--- src/rtl/uart_frame_unpacker.sv ---
// UART byte-stream frame parser feeding a speculative-commit word FIFO.
// Optional inter-byte timeout is built when FRAME_TIMEOUT_EN is defined.
module uart_frame_unpacker #(
  parameter int          WORD_BYTES     = 2,
  parameter int          FIFO_DEPTH     = 16,
  parameter int          MAX_LEN        = 8,
  parameter logic [7:0]  SYNC_BYTE      = 8'hA5,
  parameter int          TIMEOUT_CYCLES = 57280
) (
  input  logic                          clk,
  input  logic                          rst,
  input  logic [7:0]                    rx_data,
  input  logic                          rx_done,
  output logic [8*WORD_BYTES-1:0]       out_data,
  output logic                          out_valid,
  input  logic                          out_ready,
  output logic                          out_last,
  output logic                          frame_ok,
  output logic                          frame_err,
  output logic [1:0]                    err_code,
  output logic [$clog2(FIFO_DEPTH):0]   fifo_level,
  output logic [1:0]                    state_dbg
);

  localparam int WW = 8 * WORD_BYTES;
  localparam int AW = $clog2(FIFO_DEPTH);
  localparam int PW = AW + 1;
  localparam logic [1:0] LAST_LANE = 2'(WORD_BYTES - 1);

  typedef enum logic [1:0] {S_HUNT, S_LEN, S_PAYLOAD, S_CHK} state_t;

  state_t          state, state_n;
  logic            rx_d1, rx_d2, strobe;
  logic [PW-1:0]   wr_ptr, wr_ptr_n, commit_ptr, commit_ptr_n, rd_ptr;
  logic [7:0]      chk, chk_n, words_left, words_left_n;
  logic [1:0]      byte_idx, byte_idx_n;
  logic [WW-1:0]   word_buf, word_n, word_ins;
  logic            ok_n, err_n, fail, mem_we, mem_last_w, timeout, len_bad;
  logic [1:0]      err_code_n, fail_code;
  logic [WW-1:0]   mem_data [FIFO_DEPTH];
  logic            mem_last [FIFO_DEPTH];

  assign strobe     = rx_d1 & ~rx_d2;
  assign out_valid  = (rd_ptr != commit_ptr);
  assign out_data   = mem_data[rd_ptr[AW-1:0]];
  assign out_last   = out_valid & mem_last[rd_ptr[AW-1:0]];
  assign fifo_level = commit_ptr - rd_ptr;
  assign state_dbg  = state;

  // Free space is judged on committed occupancy; wr_ptr equals commit_ptr here.
  assign len_bad = (rx_data == 8'd0) || (int'(rx_data) > MAX_LEN) ||
                   (int'(rx_data) > FIFO_DEPTH - int'(fifo_level));

`ifdef FRAME_TIMEOUT_EN
  localparam int TW = $clog2(TIMEOUT_CYCLES + 1);
  logic [TW-1:0] tmo_cnt;

  always_ff @(posedge clk or posedge rst) begin
    if (rst)                              tmo_cnt <= '0;
    else if (state == S_HUNT || strobe)   tmo_cnt <= '0;
    else                                  tmo_cnt <= tmo_cnt + TW'(1);
  end

  assign timeout = (state != S_HUNT) && !strobe && (tmo_cnt == TW'(TIMEOUT_CYCLES - 1));
`else
  logic unused_timeout;
  assign unused_timeout = (TIMEOUT_CYCLES == 0);
  assign timeout        = 1'b0;
`endif

  always_comb begin
    word_ins = word_buf;
    for (int i = 0; i < WORD_BYTES; i++) begin
      if (byte_idx == 2'(i)) word_ins[i*8 +: 8] = rx_data;
    end
  end

  always_comb begin
    state_n      = state;
    wr_ptr_n     = wr_ptr;
    commit_ptr_n = commit_ptr;
    chk_n        = chk;
    words_left_n = words_left;
    byte_idx_n   = byte_idx;
    word_n       = word_buf;
    ok_n         = 1'b0;
    err_n        = 1'b0;
    err_code_n   = err_code;
    fail         = 1'b0;
    fail_code    = 2'd0;
    mem_we       = 1'b0;
    mem_last_w   = 1'b0;
    case (state)
      S_HUNT: begin
        if (strobe && rx_data == SYNC_BYTE) state_n = S_LEN;
      end
      S_LEN: begin
        if (strobe) begin
          if (len_bad) begin
            fail      = 1'b1;
            fail_code = 2'd1;
          end else begin
            words_left_n = rx_data;
            chk_n        = rx_data;
            byte_idx_n   = 2'd0;
            state_n      = S_PAYLOAD;
          end
        end
      end
      S_PAYLOAD: begin
        if (strobe) begin
          chk_n  = chk ^ rx_data;
          word_n = word_ins;
          if (byte_idx == LAST_LANE) begin
            mem_we       = 1'b1;
            mem_last_w   = (words_left == 8'd1);
            wr_ptr_n     = wr_ptr + PW'(1);
            byte_idx_n   = 2'd0;
            words_left_n = words_left - 8'd1;
            if (words_left == 8'd1) state_n = S_CHK;
          end else begin
            byte_idx_n = byte_idx + 2'd1;
          end
        end
      end
      S_CHK: begin
        if (strobe) begin
          if (rx_data == chk) begin
            commit_ptr_n = wr_ptr;
            ok_n         = 1'b1;
            err_code_n   = 2'd0;
            state_n      = S_HUNT;
          end else begin
            fail      = 1'b1;
            fail_code = 2'd2;
          end
        end
      end
      default: state_n = S_HUNT;
    endcase
    // Every error path rolls back to the last committed word in one step.
    if (timeout) begin
      fail      = 1'b1;
      fail_code = 2'd3;
    end
    if (fail) begin
      wr_ptr_n   = commit_ptr;
      err_n      = 1'b1;
      err_code_n = fail_code;
      state_n    = S_HUNT;
    end
  end

  always_ff @(posedge clk or posedge rst) begin
    if (rst) begin
      rx_d1      <= 1'b0;
      rx_d2      <= 1'b0;
      state      <= S_HUNT;
      wr_ptr     <= '0;
      commit_ptr <= '0;
      rd_ptr     <= '0;
      chk        <= '0;
      words_left <= '0;
      byte_idx   <= '0;
      word_buf   <= '0;
      frame_ok   <= 1'b0;
      frame_err  <= 1'b0;
      err_code   <= 2'd0;
    end else begin
      rx_d1      <= rx_done;
      rx_d2      <= rx_d1;
      state      <= state_n;
      wr_ptr     <= wr_ptr_n;
      commit_ptr <= commit_ptr_n;
      chk        <= chk_n;
      words_left <= words_left_n;
      byte_idx   <= byte_idx_n;
      word_buf   <= word_n;
      frame_ok   <= ok_n;
      frame_err  <= err_n;
      err_code   <= err_code_n;
      if (out_valid && out_ready) rd_ptr <= rd_ptr + PW'(1);
    end
  end

  always_ff @(posedge clk) begin
    if (mem_we) begin
      mem_data[wr_ptr[AW-1:0]] <= word_ins;
      mem_last[wr_ptr[AW-1:0]] <= mem_last_w;
    end
  end

endmodule

--- config.mk ---
export PLATFORM = sky130hd
export DESIGN_NAME = uart_frame_unpacker
export DESIGN_NICKNAME = d
export VERILOG_FILES = /design/src/rtl/uart_frame_unpacker.sv
export SDC_FILE = /design/constraint.sdc
export NUM_CORES = 1
export LEC_CHECK = 0
export ABC_CLOCK_PERIOD_IN_PS = 9100
export CAP_MARGIN = 20
export CORE_UTILIZATION = 37
export CTS_CLUSTER_SIZE = 28
export DETAILED_ROUTE_END_ITERATION = 7
export GPL_TIMING_DRIVEN = 0
export PLACE_DENSITY = 0.51
export SLEW_MARGIN = 10
export SYNTH_ARGS = -nofsm -noshare
export SYNTH_HDL_FRONTEND = slang
export SYNTH_SLANG_ARGS = --single-unit
--- constraint.sdc ---
create_clock -name clk -period 9.1 [get_ports clk]
set_input_delay 0.91 -clock clk [delete_from_list [all_inputs] [get_ports clk]]
set_output_delay 0.91 -clock clk [all_outputs]
set_load 0.03 [all_outputs]
Word level (Yosys, flattened, before mapping)
Memories as Yosys holds them, arrays and structs flattened. Index checks and enable logic that the tools add are counted.

Input bits: 12. RAM bits: 272. Memories: 2. Flip-flop bits (word level): 57. Output and inout bits: 29.

Reductions and logical operators: 20. $add $sub $neg: 6. Bitwise gates (word level): 4. Mux-type cells: 52. Eq/ne operators: 20. $lt $le $gt $ge: 2.

Memory list: mem_data (words 16, bits a word 16, rd ports 1, clocked after Yosys merged registers in 0, wr ports 1, line 40) `logic [WW-1:0] mem_data [FIFO_DEPTH];`; mem_last (words 16, bits a word 1, rd ports 1, clocked after Yosys merged registers in 0, wr ports 1, line 41) `logic mem_last [FIFO_DEPTH];`.

Operator list (count): 8-bit two-way mux (7); 2-bit two-way mux (17); 8-bit one-hot mux with 2 select lines (2); 3-bit != test (second input constant) (8); 5-bit two-way mux (4); 1-bit two-way mux (18); 2-bit nonzero test (6); 5-bit by 1-bit adder with 5-bit output (second input constant) (2); 9-bit by 6-bit > comparator with 1-bit output (1); 3-bit AND reduction (3); 8-bit by 1-bit equality test with 1-bit output (second input constant) (1); 8-bit equality test (1); 8-bit equality test (second input constant) (1); 8-bit by 4-bit > comparator with 1-bit output (second input constant) (1); 8-bit zero test (1); 2-bit != test (second input constant) (4); 2-bit one-hot mux with 2 select lines (2); 2-bit one-hot mux with 4 select lines (1); 8-bit AND reduction (1); 8-bit by 1-bit subtractor with 8-bit output (second input constant) (1); 8-bit bitwise XOR (1); 5-bit by 5-bit subtractor with 6-bit output (first input constant) (1); 5-bit != test (1); 5-bit AND reduction (1); other kinds (12) (18).

Longest topological paths before layout
Gate-level depths: netlist (run 1).

Depth in word-level cells: 9. Gate-level depth with buffers: 19.

Least setup slack after synthesis (run 1)
OpenSTA, ideal clock, no wires.

Path kind: flip-flop to flip-flop. Start: reg rd_ptr[1]. End: reg words_left[3]. Slack: 4411 ps. Arrival: 4563 ps. Stages on the path, launching flop included: 19. Buffers on the path: 3. Clock period less this slack: 4689 ps. Setup time: 126 ps. Path through: dfrtp_1 -> clkbuf_1 -> clkbuf_1 -> clkbuf_1 -> inv_1 -> ha_1 -> nand3b_1 -> nand2_1 -> xor2_1 -> nor2_1 -> xnor2_1 -> ha_1 -> a22oi_1 -> o211ai_1 -> o22a_1 -> or3_4 -> a41o_1 -> a22o_1 -> a221o_1.

Word-level cells in the longest chain between the ends: 6.

RTL lines: from (decl) (line 34) `logic [PW-1:0] wr_ptr, wr_ptr_n, commit_ptr, commit_ptr_n, rd_ptr;`; from (signal assigned) (line 182) `if (out_valid && out_ready) rd_ptr <= rd_ptr + PW'(1);`; 5-bit subtractor (line 47) `assign fifo_level = commit_ptr - rd_ptr;`; via fifo_level[3] (line 21) `output logic [$clog2(FIFO_DEPTH):0] fifo_level,`; 5-bit by 5-bit subtractor with 6-bit output (line 52) `(int'(rx_data) > FIFO_DEPTH - int'(fifo_level));`; 9-bit by 6-bit > comparator with 1-bit output (line 52); 1-bit logical OR (line 51) `assign len_bad = (rx_data == 8'd0) || (int'(rx_data) > MAX_LEN) ||`; 2-bit != test (no source line); 5-bit AND reduction (no source line); to (signal assigned) (line 176) `words_left <= words_left_n;`; to (decl) (line 35) `logic [7:0] chk, chk_n, words_left, words_left_n;`.

The timed path passes the listed nets, and every way through them passes these cells. A chain may end at the register's enable or synchronous reset.

Final worst setup path (run 1)
Start: reg rd_ptr[1]. End: reg words_left[1].

Word-level cells in the longest chain between the ends: 6.

RTL lines (line): 5-bit subtractor (47); 5-bit by 5-bit subtractor with 6-bit output (52); 9-bit by 6-bit > comparator with 1-bit output (52); 1-bit logical OR (51); 2-bit != test (no source line); 5-bit AND reduction (no source line).

No other way between the ends.

==> results.tsv, run 1 <==
stage	metric	value	unit
cts	clk_pin_slew	60	ps
critical_path	critical-path-top-delay-family	buffers and inverters	
global_route	grt-ovfl-total	0	
floorplan	die_y	195.8	um
place	dp.cells	1298	
worst_hold_path	hold_class	reg2reg	
place	hpwl	21.79	mm
detailed_routing	antenna_left	0	
power_and_ir_drop	powerDensity	316.1	nW/um^2
synthesis	synthMostInstantiatedCell	edfxtp_1	
timing	fin_tns_setup	0	ps
critical_path	cp_data_arrival_time	5880	ps
critical_path	cp_slowest_cell	clkbuf_1	
timing	fmax	0.1828	GHz
status	status	completed	
timing	worstMarginPinSlew	1077	ps
timing	setup_violations	0	
cells_and_area	layout-drive-gt1-share	23.55	%
place	gp_congestion	0.8440	
detailed_routing	drc	0	
floorplan	start_util	37.78	%
critical_path	crit_type	reg2reg	
cells_and_area	syn2layout_area_growth	17.20	%
synthesis	syn_area_per_cell	17.95	um^2
place	post-place-ws	3667	ps
timing	fin_worst_hold_slack	414.3	ps
synthesis	yosysSeqAreaShare	69.04	%
cts	cts_tree	done	
critical_path	endpoint_kind	flip-flop	
cts	cts_buffers	36	
timing	finalHoldViolations	0	
synthesis	synth_area_leaders	edfxtp_1 (59%), mux4_2 (14%), dfrtp_1 (10%), mux2_2 (2.5%), ha_1 (2.3%)	
timing	period_share	60.10	%
critical_path	crit_chain	clkbuf_1, clkbuf_1, clkbuf_1, inv_1, ha_1, nand3b_1, nand2_1, xor2_1, nor2_1, xnor2_1, ha_1, a22oi_1, o211ai_1, o22a_1, or3_4, a41oi_2, nor2_1, buf_2, a22oi_1	
cells_and_area	stdcell_count	1364	
cts	cts_resized	0	
synthesis	synth_top_cell_by_area	edfxtp_1	
timing	layout_min_cycle_time	5469	ps
synthesis	syn_inst	774	
synthesis	synth_warnings	0	
cells_and_area	nets	910	
detailed_routing	drt_first_iter_violations	537	
synthesis	synth-edff-count	272	
timing	rsz0062_at_grt	false	
timing	final_max_slew_viol_count	0	
critical_path	start_kind	flip-flop	
critical_path	cp_max_fo	10	
floorplan	coreArea	36790	um^2
critical_path	critPathBufInv	5	
synthesis	ys_types	58	
detailed_routing	vias	7389	
global_route	grt_max_degree	31	
global_route	grt_pass1_vias	7931	
timing	skew	19.47	ps
floorplan	fp.dieArea	38340	um^2
synthesis	synth-seq-cells	329	
cts	ctsHtreeMaxLevel	2	
global_route	grt_pass1_wl	49.11	mm
cts	postCtsHoldBufs	0	
synthesis	ys.flop_type	edfxtp_1	
detailed_routing	dr.pass1.iters	5	
power_and_ir_drop	leakagePower	0.005464	uW
critical_path	cp_common_cell	clkbuf_1	
global_route	antenna_found_initial	0	
cts	cts_buffer_depth	3	
synthesis	synth_area	13900	um^2
synthesis	ys_async_sr_fraction	17.33	%
timing	slew_headroom	28.22	%
timing	setup_slack	3631	ps
floorplan	boundaryPins	41	
synthesis	synth_top_area_share	58.78	%
floorplan	die_w	195.8	um
critical_path	slowest_delay	650	ps
detailed_routing	post_drt_via_cell_ratio	5.417	
cts	cts_sinks	329	
detailed_routing	wl_per_cell	23.68	um
cts	clock_latency	520	ps
power_and_ir_drop	vdd_drop_max	179.6	uV
global_route	track_usage	17.44	%
synthesis	netlist_top_cells_count	edfxtp_1 (272), mux4_2 (85), dfrtp_1 (57)	
place	io_buffers	39	
cts	cts_root_buf	clkbuf_16	
floorplan	num_rows	70	
cells_and_area	diodes	0	
critical_path	crit_required	9510	ps
detailed_routing	routed_wl	32.31	mm
synthesis	synth_fp_nets	812	
job	cap_violations	0	
cts	cts_setup_buffers	0	
[power by group]
group          switching, uW  internal, uW
registers               71.1          1870
clock network            561           757
logic                   1090           793
[cells by family (layout without fill, tap and decap cells)]
family	Yosys count	count (layout)	synth area share, %
adders and majority gates	26	26	2.395
xor gates and xnor gates	23	23	1.504
DFF	329	329	69.04
and+or+nand+nor	136	136	5.024
AOI/OAI and AO/OA	72	72	3.611
muxes	118	118	16.43
buffers and inverters	70	192	1.990
[through the flow]
| step | cell area (um^2) | power [uW] | utilization (%) |
|---|---|---|---|
| final | 16290 | 5148 | 44.27 |
| after global routing | 16290 | 5401 | 44.27 |
| after CTS | 16230 | 5201 | 44.12 |
| after detailed placement | 15170 | 3869 | 41.23 |
| after global placement | 14870 | 3797 | 40.43 |
| after floorplan | 13900 | 3243 | - |
[per-layer routing]
layer / global-route usage (%) / routed length (um)
met1: 23.29 / 14290
met2: 30.04 / 16210
met3: 2.407 / 1141
met4: 4.572 / 660
met5: 0 / 0
[flip-flops by register name, summed over array words and instances, names as in the netlist]
name        flops
mem_last       16
state_dbg       2
mem_data      256
commit_ptr      5
rd_ptr          5
rx_d1           1
err_code        2
byte_idx        2
words_left      8
frame_ok        1
wr_ptr          5
chk             8
rx_d2           1
word_buf       16
frame_err       1
[layout by cell type, fill, tap and decap left out, drive strengths merged, types with 15 or more instances in the layout]
cell type	count
clkbuf	75
mux4	85
dfrtp	57
o21ai	22
clkdlybuf4s50	39
nor2	18
nand3	20
ha	25
xor2	15
buf	33
edfxtp	272
inv	28
mux2	31
nand2	39
[path summary, 6_finish.rpt]
check / start / end / slack, ps / cells past startpoint
min in group asynchronous: rst / frame_err$_DFF_PP0_ / 810 / 2
hold reg to reg: rx_d1$_DFF_PP0_ / rx_d2$_DFF_PP0_ / 410 / 0
setup / recovery: rd_ptr[1]$_DFFE_PP0P_ / words_left[1]$_DFFE_PP0P_ / 3630 / 19
max in group asynchronous: rst / words_left[7]$_DFFE_PP0P_ / 7700 / 3
setup reg to reg: rd_ptr[1]$_DFFE_PP0P_ / words_left[1]$_DFFE_PP0P_ / 3630 / 19
hold / removal: rx_d1$_DFF_PP0_ / rx_d2$_DFF_PP0_ / 410 / 0
[cell type report]
class	instances	area, um^2
repair buffers	60	706.9
flip-flops and latches	329	9594
multi-input cells	375	4060
clock inverters	18	131.4
well taps	468	585.6
clock buffers	44	930.9
fillers	3195	20500
inverters	27	101.3
plain buffers	43	175.2
(Power assumes the default switching activity.)
==> run 2, diff against run 1 <==
--- a/config.mk
+++ b/config.mk
@@ -5,7 +5,7 @@
 export SDC_FILE = /design/constraint.sdc
 export NUM_CORES = 1
 export LEC_CHECK = 0
-export ABC_CLOCK_PERIOD_IN_PS = 9100
+export ABC_CLOCK_PERIOD_IN_PS = 5380
 export CAP_MARGIN = 20
 export CORE_UTILIZATION = 37
 export CTS_CLUSTER_SIZE = 28
==> constraint.sdc (replaced) <==
create_clock -name clk -period 5.38 [get_ports clk]
set_input_delay 0.538 -clock clk [delete_from_list [all_inputs] [get_ports clk]]
set_output_delay 0.538 -clock clk [all_outputs]
set_load 0.03 [all_outputs]
==> results.tsv, run 2 (synthesis gave the netlist of run 1 again) <==
stage	metric	value	unit	change
status	status	completed		unchanged
floorplan	fp.dieArea	38340	um^2	unchanged
power_and_ir_drop	leakagePower	0.005470	uW	was 0.005464 uW
job	cap_violations	0		unchanged
critical_path	critical-path-top-delay-family	buffers and inverters		unchanged
cts	cts_root_buf	clkbuf_16		unchanged
worst_hold_path	min_to	rx_d2$_DFF_PP0_		unchanged
detailed_routing	routed_wl	32.31	mm	about the same
cells_and_area	syn2layout_area_growth	17.22	%	was 17.20%
global_route	grt-ovfl-total	0		unchanged
detailed_routing	wl_per_cell	23.69	um	was 23.68 um
power_and_ir_drop	vdd_drop_max	303.9	uV	was 179.6 uV
place	hpwl	21.79	mm	unchanged
timing	skew	18.53	ps	was 19.47 ps
detailed_routing	vias	7420		was 7389
power_and_ir_drop	p_int	5793	uW	was 3425 uW
critical_path	reg2reg_slack	430	ps	was 3630 ps
detailed_routing	drt_first_iter_violations	532		was 537
critical_path	start_kind	flip-flop		unchanged
power_and_ir_drop	powerDensity	534.5	nW/um^2	was 316.1 nW/um^2
timing	worstMarginPinSlew	1082	ps	was 1077 ps
floorplan	boundaryPins	41		unchanged
cells_and_area	nets	910		unchanged
cts	clk_pin_slew	60	ps	about the same
timing	fin_tns_setup	0	ps	unchanged
detailed_routing	drc	0		unchanged
timing	setup_slack	431.8	ps	was 3631 ps
cells_and_area	largest_reg_flops	256		unchanged
cells_and_area	mostFrequentLayoutCells	edfxtp_1 (272), mux4_2 (85), dfrtp_1 (57)		unchanged
detailed_routing	post_drt_via_cell_ratio	5.440		was 5.417
floorplan	die_y	195.8	um	unchanged
power_and_ir_drop	pwr-share-clk	25.6	%	about the same
critical_path	critPathBufInv	5		unchanged
critical_path	crit_required	5790	ps	was 9510 ps
global_route	grt_max_degree	31		unchanged
floorplan	coreArea	36790	um^2	unchanged
global_route	antenna_found_initial	0		unchanged
cts	cts_tree	done		unchanged
timing	period_share	91.97	%	was 60.10%
critical_path	r2r_start	rd_ptr[1]$_DFFE_PP0P_		unchanged
timing	fin_worst_hold_slack	414.3	ps	unchanged
timing	fmax	0.2021	GHz	was 0.1828 GHz
cts	cts_buffers	36		unchanged
power_and_ir_drop	finalPower	8705	uW	was 5148 uW
critical_path	cp_slowest_cell	dfrtp_1		was clkbuf_1
global_route	grt_pass1_wl	49.11	mm	unchanged
power_and_ir_drop	p_sw_share	33.45	%	was 33.47%
worst_hold_path	holdPathStages	0		unchanged
power_and_ir_drop	power.share.sequential	37.8	%	about the same
timing	layout_min_cycle_time	4948	ps	was 5469 ps
timing	setup_violations	0		unchanged
critical_path	crit_type	reg2reg		unchanged
cells_and_area	layout-drive-gt1-share	23.77	%	was 23.55%
global_route	track_usage	17.44	%	unchanged
cells_and_area	final_common_cell	edfxtp_1		unchanged
timing	rsz0062_at_grt	false		unchanged
floorplan	die_w	195.8	um	unchanged
power_and_ir_drop	switchingPower	2912	uW	was 1723 uW
cts	ctsHtreeMaxLevel	2		unchanged
cts	cts_sinks	329		unchanged
cts	cts_buffer_depth	3		unchanged
timing	final_max_slew_viol_count	0		unchanged
critical_path	cp_max_fo	10		unchanged
detailed_routing	dr.pass1.iters	6		was 5
critical_path	r2r_end	words_left[1]$_DFFE_PP0P_		unchanged
detailed_routing	antenna_left	0		unchanged
critical_path	ff2ff_path_depth	19		unchanged
critical_path	slowest_delay	460	ps	was 650 ps
power_and_ir_drop	power_frac_comb	36.6	%	about the same
place	post-place-ws	-52.67	ps	was 3667 ps
floorplan	num_rows	70		unchanged
worst_hold_path	hold_class	reg2reg		unchanged
critical_path	endpoint_kind	flip-flop		unchanged
place	gp_congestion	0.8440		unchanged
place	io_buffers	39		unchanged
cts	clock_latency	520	ps	about the same
critical_path	worst-path-stages	19		unchanged
critical_path	cp_data_arrival_time	5360	ps	was 5880 ps
cells_and_area	fin_util	44.28	%	was 44.27%
timing	finalHoldViolations	0		unchanged
worst_hold_path	hp-start	rx_d1$_DFF_PP0_		unchanged
timing	slew_headroom	27.36	%	was 28.22%
global_route	grt_pass1_vias	7931		unchanged
critical_path	crit_chain	clkbuf_1, clkbuf_2, clkbuf_2, inv_1, ha_1, nand3b_1, nand2_1, xor2_1, nor2_1, xnor2_1, ha_1, a22oi_1, o211ai_1, o22a_1, or3_4, a41oi_2, nor2_1, buf_2, a22oi_1		was clkbuf_1, clkbuf_1, clkbuf_1, inv_1, ha_1, nand3b_1, nand2_1, xor2_1, nor2_1, xnor2_1, ha_1, a22oi_1, o211ai_1, o22a_1, or3_4, a41oi_2, nor2_1, buf_2, a22oi_1
floorplan	start_util	37.78	%	unchanged
cells_and_area	diodes	0		unchanged
## run 2: cell counts in the layout (fill, tap and decap cells not counted)
Identical to the previous run, type by type.
## run 2: per-layer routing
metal / vias up / part of all wire, % / track usage (%)
li1: 3275 / - / -
met1: 3908 / 44 / 23.29
met2: 177 / 50 / 30.04
met3: 60 / 4.0 / 2.407
met4: 0 / 2.1 / 4.572
met5: - / 0 / 0
## run 2: layout make-up
class | instances | area [um^2]
Multi-Input combinational cell | 375 | 4060
Sequential cell | 329 | 9594
Clock inverter | 18 | 131.4
Clock buffer | 44 | 930.9
Buffer | 43 | 177.7
Timing Repair Buffer | 60 | 706.9
Tap cell | 468 | 585.6
Fill cell | 3194 | 20500
Inverter | 27 | 101.3
## run 2: metrics by stage
| stage | std cells | cell area (um^2) |
|---|---|---|
| finish | 1364 | 16290 |
| global route | 1364 | 16290 |
| CTS | 1360 | 16230 |
| detailed placement | 1298 | 15170 |
| global placement | 1281 | 14870 |
| floorplan | 774 | 13900 |
## run 2: power by group through the flow
stage               Sequential (uW)  Combinational (uW)  Clock [uW]
global placement               3330                3090           0
global route                   3310                3450        2380
CTS                            3290                3230        2280
floorplan                      3330                2160           0
finish                         3290                3190        2230
detailed placement             3340                3200           0
## run 2: how the worst max path moves through the flow
stage,end,startpoint,slack [ps]
after global routing,wr_ptr[3]$_DFFE_PP0P_,rd_ptr[1]$_DFFE_PP0P_,130
final,words_left[1]$_DFFE_PP0P_,rd_ptr[1]$_DFFE_PP0P_,430
after CTS,wr_ptr[3]$_DFFE_PP0P_,rd_ptr[3]$_DFFE_PP0P_,190
after detailed placement,wr_ptr[3]$_DFFE_PP0P_,rd_ptr[1]$_DFFE_PP0P_,-50
after floorplan,words_left[3]$_DFFE_PP0P_,rd_ptr[1]$_DFFE_PP0P_,690
after global placement,wr_ptr[4]$_DFFE_PP0P_,rd_ptr[1]$_DFFE_PP0P_,20
## run 2: timing repair
item,CTS,global route
hold buffers,0,0
cloned,0,0
setup buffers,0,0
setup endpoints to repair,18,20
gates resized for setup,1,2
